## src/rtl/mem_responder_if.sv

```systemverilog
// CPU <-> memory responder request/response bus (MAR/MDR side of the SLC-3 core).
// Ports: mem_read/mem_write/mem_addr/mem_wdata from CPU; mem_rdata/mem_resp back.
// master = CPU side, slave = responder side.
interface mem_responder_if;
  logic        mem_read;
  logic        mem_write;
  logic [15:0] mem_addr;
  logic [15:0] mem_wdata;
  logic [15:0] mem_rdata;
  logic        mem_resp;

  modport master (
    output mem_read, mem_write, mem_addr, mem_wdata,
    input  mem_rdata, mem_resp
  );

  modport slave (
    input  mem_read, mem_write, mem_addr, mem_wdata,
    output mem_rdata, mem_resp
  );
endinterface

```

## src/rtl/mem_responder.sv

```systemverilog
// Memory responder: serves one CPU request at a time from async SRAM or the I/O word.
// Latency: SRAM request seen in cycle 0 -> mem_resp in cycle WAIT_STATES+2; I/O -> cycle 1.
// Backpressure: CPU holds its request until the one-cycle mem_resp; requests ignored while busy.
// Ports: clk, reset_n (async active-low); mem (slave modport of mem_responder_if);
//        sram_* async SRAM pins; switches in (synchronised), hex_out I/O write register.
module mem_responder #(
  parameter int unsigned WAIT_STATES = 2,
  parameter logic [15:0] IO_ADDR     = 16'hFFFF,
  parameter int unsigned SRAM_AW     = 20
) (
  input  logic               clk,
  input  logic               reset_n,
  mem_responder_if.slave     mem,
  output logic [SRAM_AW-1:0] sram_addr,
  input  logic [15:0]        sram_dq_in,
  output logic [15:0]        sram_dq_out,
  output logic               sram_dq_oe,
  output logic               sram_ce_n,
  output logic               sram_oe_n,
  output logic               sram_we_n,
  output logic               sram_ub_n,
  output logic               sram_lb_n,
  input  logic [15:0]        switches,
  output logic [15:0]        hex_out
);

  typedef enum logic [1:0] {
    IDLE   = 2'd0,
    ACCESS = 2'd1,
    RESP   = 2'd2
  } state_e;

  state_e      state_q, state_d;
  logic [3:0]  cnt_q, cnt_d;
  logic [15:0] addr_q;
  logic [15:0] wdata_q;
  logic        wr_q;
  logic [15:0] rdata_q;
  logic [15:0] hex_q;
  logic [15:0] sw_meta_q;
  logic [15:0] sw_sync_q;

  logic req;
  logic is_io;

  assign req   = mem.mem_read | mem.mem_write;
  assign is_io = (mem.mem_addr == IO_ADDR);

  // ---------------- FSM: state register ----------------
  always_ff @(posedge clk or negedge reset_n) begin
    if (!reset_n) begin
      state_q <= IDLE;
      cnt_q   <= 4'd0;
    end else begin
      state_q <= state_d;
      cnt_q   <= cnt_d;
    end
  end

  // ---------------- FSM: next state ----------------
  always_comb begin
    state_d = state_q;
    cnt_d   = cnt_q;
    case (state_q)
      IDLE: begin
        if (req) begin
          cnt_d   = 4'(WAIT_STATES);
          // I/O word needs no SRAM cycle: answer on the very next cycle.
          state_d = is_io ? RESP : ACCESS;
        end
      end
      ACCESS: begin
        if (cnt_q == 4'd0) state_d = RESP;
        else               cnt_d   = cnt_q - 4'd1;
      end
      RESP:    state_d = IDLE;
      default: state_d = IDLE;
    endcase
  end

  // ---------------- FSM: outputs ----------------
  // Strobes decode straight from state_q so an async reset deasserts them at once.
  always_comb begin
    sram_ce_n    = 1'b1;
    sram_oe_n    = 1'b1;
    sram_we_n    = 1'b1;
    sram_dq_oe   = 1'b0;
    mem.mem_resp = 1'b0;
    case (state_q)
      ACCESS: begin
        sram_ce_n = 1'b0;
        if (wr_q) begin
          sram_we_n  = 1'b0;
          sram_dq_oe = 1'b1;
        end else begin
          sram_oe_n  = 1'b0;
        end
      end
      RESP:    mem.mem_resp = 1'b1;
      default: ;
    endcase
  end

  // Full-word accesses only: byte lanes simply follow chip enable.
  assign sram_ub_n = sram_ce_n;
  assign sram_lb_n = sram_ce_n;

  // Address and write data stay on the pins after the access ends.
  assign sram_addr   = SRAM_AW'(addr_q);
  assign sram_dq_out = wdata_q;

  // ---------------- switch synchroniser ----------------
  always_ff @(posedge clk or negedge reset_n) begin
    if (!reset_n) begin
      sw_meta_q <= 16'd0;
      sw_sync_q <= 16'd0;
    end else begin
      sw_meta_q <= switches;
      sw_sync_q <= sw_meta_q;
    end
  end

  // ---------------- request latch / data path ----------------
  always_ff @(posedge clk or negedge reset_n) begin
    if (!reset_n) begin
      addr_q  <= 16'd0;
      wdata_q <= 16'd0;
      wr_q    <= 1'b0;
      rdata_q <= 16'd0;
      hex_q   <= 16'd0;
    end else begin
      if (state_q == IDLE && req) begin
        addr_q  <= mem.mem_addr;
        wdata_q <= mem.mem_wdata;
        // Simultaneous read+write resolves to a write.
        wr_q    <= mem.mem_write;
        if (is_io) begin
          if (mem.mem_write) hex_q   <= mem.mem_wdata;
          else               rdata_q <= sw_sync_q;
        end
      end
      // Last access cycle: SRAM data has had the full wait budget to settle.
      if (state_q == ACCESS && cnt_q == 4'd0 && !wr_q) begin
        rdata_q <= sram_dq_in;
      end
    end
  end

  assign mem.mem_rdata = rdata_q;
  assign hex_out       = hex_q;

endmodule

```

## src/flat_wrapper.sv

```systemverilog
// flat-port wrapper written by rule: the top's interface ports become plain ports
module mem_responder_flat 
#(
  parameter int unsigned WAIT_STATES = 2,
  parameter logic [15:0] IO_ADDR     = 16'hFFFF,
  parameter int unsigned SRAM_AW     = 20
)
  (clk, reset_n, sram_addr, sram_dq_in, sram_dq_out, sram_dq_oe, sram_ce_n, sram_oe_n, sram_we_n, sram_ub_n, sram_lb_n, switches, hex_out, mem_mem_read, mem_mem_write, mem_mem_addr, mem_mem_wdata, mem_mem_rdata, mem_mem_resp);
  mem_responder_if mem_i ();
  input  logic clk;
  input  logic reset_n;
  output logic [SRAM_AW-1:0] sram_addr;
  input  logic [15:0] sram_dq_in;
  output logic [15:0] sram_dq_out;
  output logic sram_dq_oe;
  output logic sram_ce_n;
  output logic sram_oe_n;
  output logic sram_we_n;
  output logic sram_ub_n;
  output logic sram_lb_n;
  input  logic [15:0] switches;
  output logic [15:0] hex_out;
  input wire logic [$bits(mem_i.mem_read)-1:0] mem_mem_read;
  input wire logic [$bits(mem_i.mem_write)-1:0] mem_mem_write;
  input wire logic [$bits(mem_i.mem_addr)-1:0] mem_mem_addr;
  input wire logic [$bits(mem_i.mem_wdata)-1:0] mem_mem_wdata;
  output wire logic [$bits(mem_i.mem_rdata)-1:0] mem_mem_rdata;
  output wire logic [$bits(mem_i.mem_resp)-1:0] mem_mem_resp;
  assign mem_i.mem_read = mem_mem_read;
  assign mem_i.mem_write = mem_mem_write;
  assign mem_i.mem_addr = mem_mem_addr;
  assign mem_i.mem_wdata = mem_mem_wdata;
  assign mem_mem_rdata = mem_i.mem_rdata;
  assign mem_mem_resp = mem_i.mem_resp;
  mem_responder #(.WAIT_STATES(WAIT_STATES), .IO_ADDR(IO_ADDR), .SRAM_AW(SRAM_AW)) u_core (.clk(clk), .reset_n(reset_n), .mem(mem_i), .sram_addr(sram_addr), .sram_dq_in(sram_dq_in), .sram_dq_out(sram_dq_out), .sram_dq_oe(sram_dq_oe), .sram_ce_n(sram_ce_n), .sram_oe_n(sram_oe_n), .sram_we_n(sram_we_n), .sram_ub_n(sram_ub_n), .sram_lb_n(sram_lb_n), .switches(switches), .hex_out(hex_out));
endmodule
```

## config.mk

```make
export PLATFORM = sky130hd
export DESIGN_NAME = mem_responder_flat
export DESIGN_NICKNAME = d
export VERILOG_FILES = /design/src/rtl/mem_responder_if.sv /design/src/rtl/mem_responder.sv /design/src/flat_wrapper.sv
export SDC_FILE = /design/constraint.sdc
export NUM_CORES = 1
export LEC_CHECK = 0
export ABC_AREA = 1
export CAP_MARGIN = 30
export CORE_UTILIZATION = 42
export CTS_BUF_LIST = sky130_fd_sc_hd__clkbuf_4 sky130_fd_sc_hd__clkbuf_8
export DETAILED_ROUTE_END_ITERATION = 10
export PLACE_DENSITY = 0.84
export SLEW_MARGIN = 20
export SYNTH_ARGS = -nofsm -noshare
export SYNTH_HDL_FRONTEND = slang
export SYNTH_SLANG_ARGS = --single-unit
export TNS_END_PERCENT = 30
```

## constraint.sdc

```tcl
create_clock -name clk -period 1.4 [get_ports clk]
set_input_delay 0.21 -clock clk [delete_from_list [all_inputs] [get_ports clk]]
set_output_delay 0.21 -clock clk [all_outputs]
set_load 0.02 [all_outputs]
```

==> results.txt, run 1 <==
Pins Over Slew Limit: 0
clock latency on the worst-skew pair: 0.36 ns
final wirelength: 11,500 um
Area Overhead vs Synth: 57.9%
clk sink count: 103
leakage power: 3.21 nW
routability cong.: 0.829
gr usage total: 0.213
core area: 9200 um^2
total number of vias: 3,613
unrepaired setup endpoints after global routing: yes
vias in the first global route: 3,461
Pwr Total: 0.0125 W
max-cap violation count: 0
Final ANT Viol Nets: 0
IO Pins: 143
die width: 99.3 um
first-pass GRT wire length: 16,500 um
fin crit share: 1.15
Post-route DRC: 0
Mapped Area: 3970 um^2
dominant cells by area after synthesis: dfrtp_1, nand2_1, nand3_1, o21ai_0, inv_1
Die Height: 99.3 um
fin util: 0.682
Distinct cells, synth: 23
ANT cells: 0
vias per cell: 5.14
pwr dens: 1990 nW/um^2
min Tclk post-route: 1.61 ns
failing checks: negative setup slack
cell taking the most area after synthesis: dfrtp_1
Finished Layout Cells: 703
EDFF count, synth: 0
register area share after synthesis: 0.649
Iter 0 DRT Violations: 194
Fillers: 661
worst setup margin: -0.206 ns
VDD IR max: 937 uV
cell total after placement: 672
H-Tree Depth: 3
NumNets Final: 657
Die Area: 9850 um^2
post-synthesis register bit count: 103
Worst Hold Slack: 0.289 ns
count of final setup violators: 29
remaining global-route overflow: 0
syn avg cell area: 9.53 um^2
Rows: 35
WP data arrival: 1.40 ns
Setup crit start kind: register
DP Wirelength: 7180 um
Clock transition at path regs: 0.10 ns
asr flop ratio synth: 1.00
Final Hold Viols: 0
critical path endpoint category: output port
maximum fanout along the worst path: 3
largest net degree at the start of global routing: 59
CTS tree: done
most instantiated library cell after synthesis: nand2_1
drt first pass iters: 5
Syn. warnings: 0
Post-Route Skew: 0.0186 ns
critical path class: reg2out
Clock Path Buffers: 2
Initial Util: 0.432
Root Driver: clkbuf_8
post-DR wirelength/cell: 16.4 um
fmax: 623 MHz
WP data required: 1.19 ns
initial antenna violation count: 0
outcome: complete, but fails checks
Min-Delay Path Class: in2reg
fraction of layout cells with a size suffix above 1: 0.215
Most used DFF post-synth: dfrtp_1
TritonCTS Buffers: 9
Synth top cells by count: nand2_1, dfrtp_1, nand3_1
Cells after Synth: 417
Port-buffer cells: 138
flop-to-flop setup slack: -0.19 ns
Synth top area share: 0.649
==> routing by layer <==
metal / GRT usage / wire length (um)
met4: 0.0690 / 379
met2: 0.375 / 5920
met1: 0.258 / 4470
met5: 0 / 0
met3: 0.0499 / 731
==> final timing paths <==
kind	start	endpoint	cells past startpoint
max	u_core.state_q[0]	sram_oe_n	7
min	switches[3]	u_core.sw_meta_q[3]	1
max reg2reg	u_core.state_q[0]	u_core.mem.mem_rdata[4]	11
min reg2reg	u_core.sw_meta_q[9]	u_core.sw_sync_q[9]	0
max in group asynchronous	reset_n	u_core.sram_dq_out[2]	3
min in group asynchronous	reset_n	u_core.mem.mem_rdata[8]	3
==> cell type report <==
class | count | area (um^2) | share of cell area
flip-flops and latches | 103 | 2580 | 0.411
repair buffers | 177 | 1800 | 0.287
multi-input cells | 265 | 1430 | 0.228
clock buffers | 12 | 153 | 0.0243
well taps | 111 | 139 | 0.0221
inverters | 31 | 119 | 0.0190
clock inverters | 4 | 55.1 | 0.00878
==> report_power, final <==
part	switching [W]	internal (W)
sequential	0.000509	0.00381
clock	0.00101	0.000924
combinational	0.00361	0.00262
total	0.00512	0.00736
==> stage by stage <==
stage | setup WS [ns] | cell area, um^2 | TNS [ns]
6_report | -0.206 | 6270 | -2.68
3_3_place_gp | -0.294 | 5650 | -10.05
2_1_floorplan | 0.0221 | 3980 | 0
5_1_grt | -0.278 | 6270 | -6.80
3_5_place_dp | -0.358 | 5650 | -12.24
4_1_cts | -0.195 | 5950 | -2.73
==> layout by cell type (no fill, tap or decap), drive strengths merged <==
cell             n
nand2          165
dfrtp          103
clkdlybuf4s50   66
dlygate4sd2     64
buf             44
nand3           35
o21ai           35
inv             31
nor2            19
clkbuf          14
conb             4
clkinv           2
nor3             2
ha               2
a21oi            1
a22oi            1
o22ai            1
bufinv           1
clkinvlp         1
dlygate4sd3      1
==> flip-flops by register name, summed over array words and instances, names as in the netlist <==
| name | flops |
|---|---|
| u_core.wr_q | 1 |
| u_core.sw_sync_q | 16 |
| u_core.cnt_q | 4 |
| u_core.hex_out | 16 |
| u_core.addr_q | 16 |
| u_core.mem.mem_rdata | 16 |
| u_core.state_q | 2 |
| u_core.sw_meta_q | 16 |
| u_core.sram_dq_out | 16 |
==> repair_timing <==
action,4_1_cts,5_1_grt
endpoints found under the setup margin,130,69
buffers inserted,7,3
endpoints found under the hold margin,103,0
pin swaps,5,45
resized for setup,123,77
cloned,3,2
hold buffers,1,0
==> cells by family (layout without fill, tap and decap cells) <==
logic type      count (synthesis)  after routing  share of synthesized area
simple gates                  219            221                      0.228
flops                         103            103                      0.649
buf+inv                        54            224                     0.0658
compound gates                 38             38                     0.0498
fa+ha+maj                       2              2                    0.00630
other cells                     1              4                   0.000944
==> worst max-delay path: stages, from the launching register on <==
cell,delay [ns]
dfrtp_1,0.40
inv_2,0.06
nor2_4,0.09
inv_2,0.07
buf_12,0.13
nor2_8,0.11
inv_2,0.06
buf_6,0.12
(Power assumes the default switching activity.)
==> run 2: changes to the inputs <==
- CORE_UTILIZATION: 42 -> 45
- PLACE_DENSITY: 0.84 -> 0.85
- clock period: 1.4 -> 2.05 ns (I/O delays scaled with it)
==> run 2 against run 1 <==
Compared with the run above:
- the flow now finishes without violations
- power decreased by 39%
- sequential power decreased by 32%
- die area down 6.5%
- cell count down 5.8%
- sequential cell count did not move
- largest power group unchanged
- setup slack better by 0.33 ns
- global-route usage rose by 0.12 points
- first-iteration DRC count is 22% lower
- register-to-register slack improved by 0.46 ns
- non-clock buffer count is 33 lower
- clock skew fell by 0.0031 ns
==> results.txt, run 2 (synthesis gave the netlist of run 1 again) <==
Initial Util: 0.474
Root Driver: clkbuf_8
Finished Layout Cells: 662
fin crit share: 0.941
Iter 0 DRT Violations: 151
initial antenna violation count: 0
post-DR wirelength/cell: 13.6 um
die width: 96.0 um
Pins Over Slew Limit: 0
Hold Path Depth: 0
total number of vias: 3,179
routability cong.: 0.851
internal power: 0.00463 W
drt first pass iters: 4
Port-buffer cells: 138
cell total after placement: 645
critical path class: reg2out
fmax: 518 MHz
sequential cell area: 2580 um^2
maximum fanout along the worst path: 6
Net Sw Power: 0.00297 W
Clock transition at path regs: 0.10 ns
Post-Route Skew: 0.0155 ns
most common cell after layout, fill and taps aside: nand2_1
Final ANT Viol Nets: 0
min Tclk post-route: 1.93 ns
Final Hold Viols: 0
Min-Delay Path Class: reg2reg
IO Pins: 143
unrepaired setup endpoints after global routing: no
pwr dens: 1350 nW/um^2
ANT cells: 0
combinational group share of total power: 0.440
fraction of layout cells with a size suffix above 1: 0.0557
vias per cell: 4.80
Rows: 33
gr usage total: 0.214
VDD IR max: 640 uV
Die Area: 9210 um^2
NumNets Final: 622
H-Tree Depth: 3
fin util: 0.671
Fillers: 664
TritonCTS Buffers: 9
Sw Ratio: 0.391
most frequent cells in the layout: nand2_1, clkdlybuf4s50_1, dfrtp_1
remaining global-route overflow: 0
clock power share: 0.176
CTS tree: done
vias in the first global route: 3,208
Post-route DRC: 0
critical path endpoint category: output port
DP Wirelength: 6730 um
first-pass GRT wire length: 14,800 um
Clock Path Buffers: 2
outcome: finished clean
count of final setup violators: 0
Setup crit start kind: register
multi-input logic area: 1140 um^2
Area Overhead vs Synth: 41.7%
Die Height: 96.0 um
core area: 8380 um^2
Seq pwr share: 0.384
Reg2Reg Depth: 8
max-cap violation count: 0
leakage power: 2.74 nW
TNS Setup: 0 ns
clock latency on the worst-skew pair: 0.36 ns
clk sink count: 103
WP data arrival: 1.62 ns
final wirelength: 9020 um
largest net degree at the start of global routing: 76
WP data required: 1.74 ns
-- run 2: changes by cell type in the layout (fill, tap and decap cells not counted), sizes merged --
cell           before  now
nand2             165  163
inv                31   35
dlymetal6s2s        0    2
clkinvlp            1    0
clkdlybuf4s50      66  131
clkbuf             14    9
buf                44    6
dlygate4sd2        64    4
-- run 2: through the flow --
step	total power (W)	hold slack [ns]	area [um^2]	worst slack, ns
3_3_place_gp	0.00624	0.246	5400	0.203
3_5_place_dp	0.00637	0.249	5400	0.139
4_1_cts	0.00769	0.360	5620	0.0263
5_1_grt	0.00811	0.355	5630	0.0113
2_1_floorplan	0.00481	0.0119	3980	0.575
6_report	0.00761	0.358	5630	0.121
-- run 2: repair_timing --
item / CTS / global route
setup buffers: 0 / 0
hold buffers: 1 / 0
gates resized for setup: 4 / 2
hold endpoints to repair: 28 / 0
endpoints found under the setup margin: 4 / 2
-- run 2: cell type report --
cell class                 instances  area share
clock buffer                       9      0.0220
clock inverter                     7      0.0169
inverter                          31      0.0207
multi-input combinational        263       0.203
sequential                       103       0.458
tap                              105      0.0233
timing repair buffer             144       0.256
-- run 2: power by group through the flow --
stage | clock network, W | registers (W) | logic, W
floorplan | 0 | 0.00351 | 0.00131
global placement | 0 | 0.00294 | 0.00330
detailed placement | 0 | 0.00296 | 0.00340
CTS | 0.00137 | 0.00293 | 0.00339
global route | 0.00145 | 0.00300 | 0.00366
finish | 0.00134 | 0.00292 | 0.00335
-- run 2: routing by layer --
| layer | wire length [um] | global-route usage |
|---|---|---|
| met2 | 4740 | 0.368 |
| met3 | 544 | 0.0648 |
| met4 | 247 | 0.0933 |
| met5 | 0 | 0 |
| met1 | 3490 | 0.246 |
-- run 2: worst paths after layout --
path	start	endpoint	slack (ns)
hold / removal	u_core.sw_meta_q[9]	u_core.sw_sync_q[9]	0.36
min in group asynchronous	reset_n	u_core.sram_dq_out[11]	0.39
setup / recovery	u_core.state_q[0]	sram_we_n	0.12
hold reg to reg	u_core.sw_meta_q[9]	u_core.sw_sync_q[9]	0.36
setup reg to reg	u_core.cnt_q[0]	u_core.mem.mem_rdata[9]	0.27
max in group asynchronous	reset_n	u_core.addr_q[13]	0.94
-- run 2: worst max-delay path, cell delays in order, from the launching register on --
cell and delay, ns:
dfrtp_1 0.40, inv_1 0.07, nor2_2 0.13, inv_2 0.11, nor2_1 0.19, inv_1 0.06
dlygate4sd2_1 0.31
==> run 3: changes to the inputs <==
- CORE_UTILIZATION: 45 -> 30
- PLACE_DENSITY: 0.85 -> 0.62
==> run 3 against run 2 <==
Compared with the run above:
- via count down 1.7%
- count of clock-buffer cells in the layout stayed put
- cell count increased by 11%
- power fell by 0.30%
- sequential cell count is the same
- die area rose by 49%
- wire length grew 1.2%
- combinational power hardly changed
- fmax increased by 3.0%
- critical path type unchanged
- largest power group unchanged
==> results.txt, run 3 (synthesis gave the netlist of run 1 again) <==
outcome: finished clean
CP max stage delay: 0.41 ns
Clock Path Buffers: 2
Fillers: 1,231
WP data required: 1.74 ns
leakage power: 2.75 nW
CTS tree: done
vias per cell: 4.26
vias in the first global route: 2,994
Post-Route Skew: 0.00952 ns
Initial Util: 0.311
most common cell after layout, fill and taps aside: nand2_1
fin crit share: 0.914
count of final setup violators: 0
CP top delay family: buffers and inverters
TritonCTS Buffers: 9
critical path, cell by cell: inv_1, nor2_2, inv_2, nor2_2, inv_1, dlygate4sd2_1
worst setup margin: 0.177 ns
Die Area: 13,700 um^2
TNS Setup: 0 ns
gr usage total: 0.141
die width: 117 um
Rows: 41
critical path class: reg2out
fraction of layout cells with a size suffix above 1: 0.0642
max-cap violation count: 0
Final Hold Viols: 0
min Tclk post-route: 1.87 ns
multi-input logic area: 1150 um^2
Root Driver: clkbuf_8
Post-CTS Setup Bufs: 0
ANT cells: 0
dpl ws: 0.188 ns
WP data arrival: 1.57 ns
pwr dens: 1320 nW/um^2
maximum fanout along the worst path: 6
final wirelength: 9130 um
largest net degree at the start of global routing: 71
NumNets Final: 626
Final ANT Viol Nets: 0
Pwr Total: 0.00759 W
first-pass GRT wire length: 14,600 um
unrepaired setup endpoints after global routing: no
Worst R2R End: u_core.mem.mem_rdata[8]
Area Overhead vs Synth: 44.6%
most frequent cells in the layout: nand2_1, clkdlybuf4s50_1, dfrtp_1
H-Tree Depth: 3
remaining global-route overflow: 0
critical path endpoint category: output port
initial antenna violation count: 0
Port-buffer cells: 138
IO Pins: 143
Crit-path slowest cell: dfrtp_1
Setup crit start kind: register
Reg2Reg Depth: 9
sequential cell area: 2580 um^2
RR Startpoint: u_core.state_q[0]
post-DR wirelength/cell: 12.4 um
Crit path buffers/inverters: 4
routability cong.: 0.755
core area: 12,800 um^2
total number of vias: 3,125
Pins Over Slew Limit: 0
clk sink count: 103
clock latency on the worst-skew pair: 0.38 ns
Post-route DRC: 0
fmax: 534 MHz
flop-to-flop setup slack: 0.31 ns
drt first pass iters: 4
VDD IR max: 730 uV
Min-Delay Path Class: in2async
Clock transition at path regs: 0.10 ns
DP Wirelength: 6550 um
Iter 0 DRT Violations: 222
Die Height: 117 um
## run 3: worst reg2reg max path: stages (launching register included)
cell and delay [ns]:
dfrtp_1 0.41, inv_1 0.07, nor2_2 0.12, inv_2 0.11
nor2_8 0.10, buf_4 0.24, nand2_4 0.25, nand2_4 0.25
nand2_1 0.09, nand2_1 0.07
## run 3: repair_timing
| action | CTS | global route |
|---|---|---|
| setup endpoints to repair | 4 | 3 |
| gates cloned | 0 | 0 |
| endpoints found under the hold margin | 6 | 0 |
| gates resized for setup | 4 | 3 |
| hold buffers | 1 | 0 |
## run 3: through the flow
step	area, um^2	std cells	hold slack (ns)	utilization
floorplan	3980	420	0.0119	-
global placement	5530	716	0.138	0.433
detailed placement	5530	716	0.140	0.433
CTS	5740	733	0.247	0.449
global route	5740	733	0.263	0.450
finish	5740	733	0.273	0.450
## run 3: final cells by class
| class | instances | area share |
|---|---|---|
| repair buffers | 148 | 0.258 |
| clock buffers | 9 | 0.0216 |
| multi-input cells | 263 | 0.201 |
| inverters | 31 | 0.0203 |
| clock inverters | 7 | 0.0131 |
| flip-flops and latches | 103 | 0.449 |
| well taps | 172 | 0.0375 |
## run 3: routing by layer
layer	share of wire	up-vias	global-route usage
met5	0	-	0
li1	-	1569	-
met3	0.055	9	0.0489
met4	0.011	0	0.0430
met2	0.48	86	0.222
met1	0.46	1461	0.184
## run 3: worst max-delay path by stage
stage	cells after the start	to	start
final	6	sram_we_n	u_core.state_q[0]
after global routing	6	sram_we_n	u_core.state_q[0]
after CTS	4	sram_ub_n	u_core.state_q[0]
after detailed placement	9	u_core.mem.mem_rdata[8]	mem_mem_addr[1]
after global placement	9	u_core.mem.mem_rdata[6]	mem_mem_addr[1]
after floorplan	4	sram_we_n	u_core.state_q[1]
## run 3: report_power, final
part	internal, W	switching, W	leakage, nW
Clock	0.000484	0.000797	0.0985
Sequential	0.00260	0.000342	1.27
Combinational	0.00146	0.00190	1.38
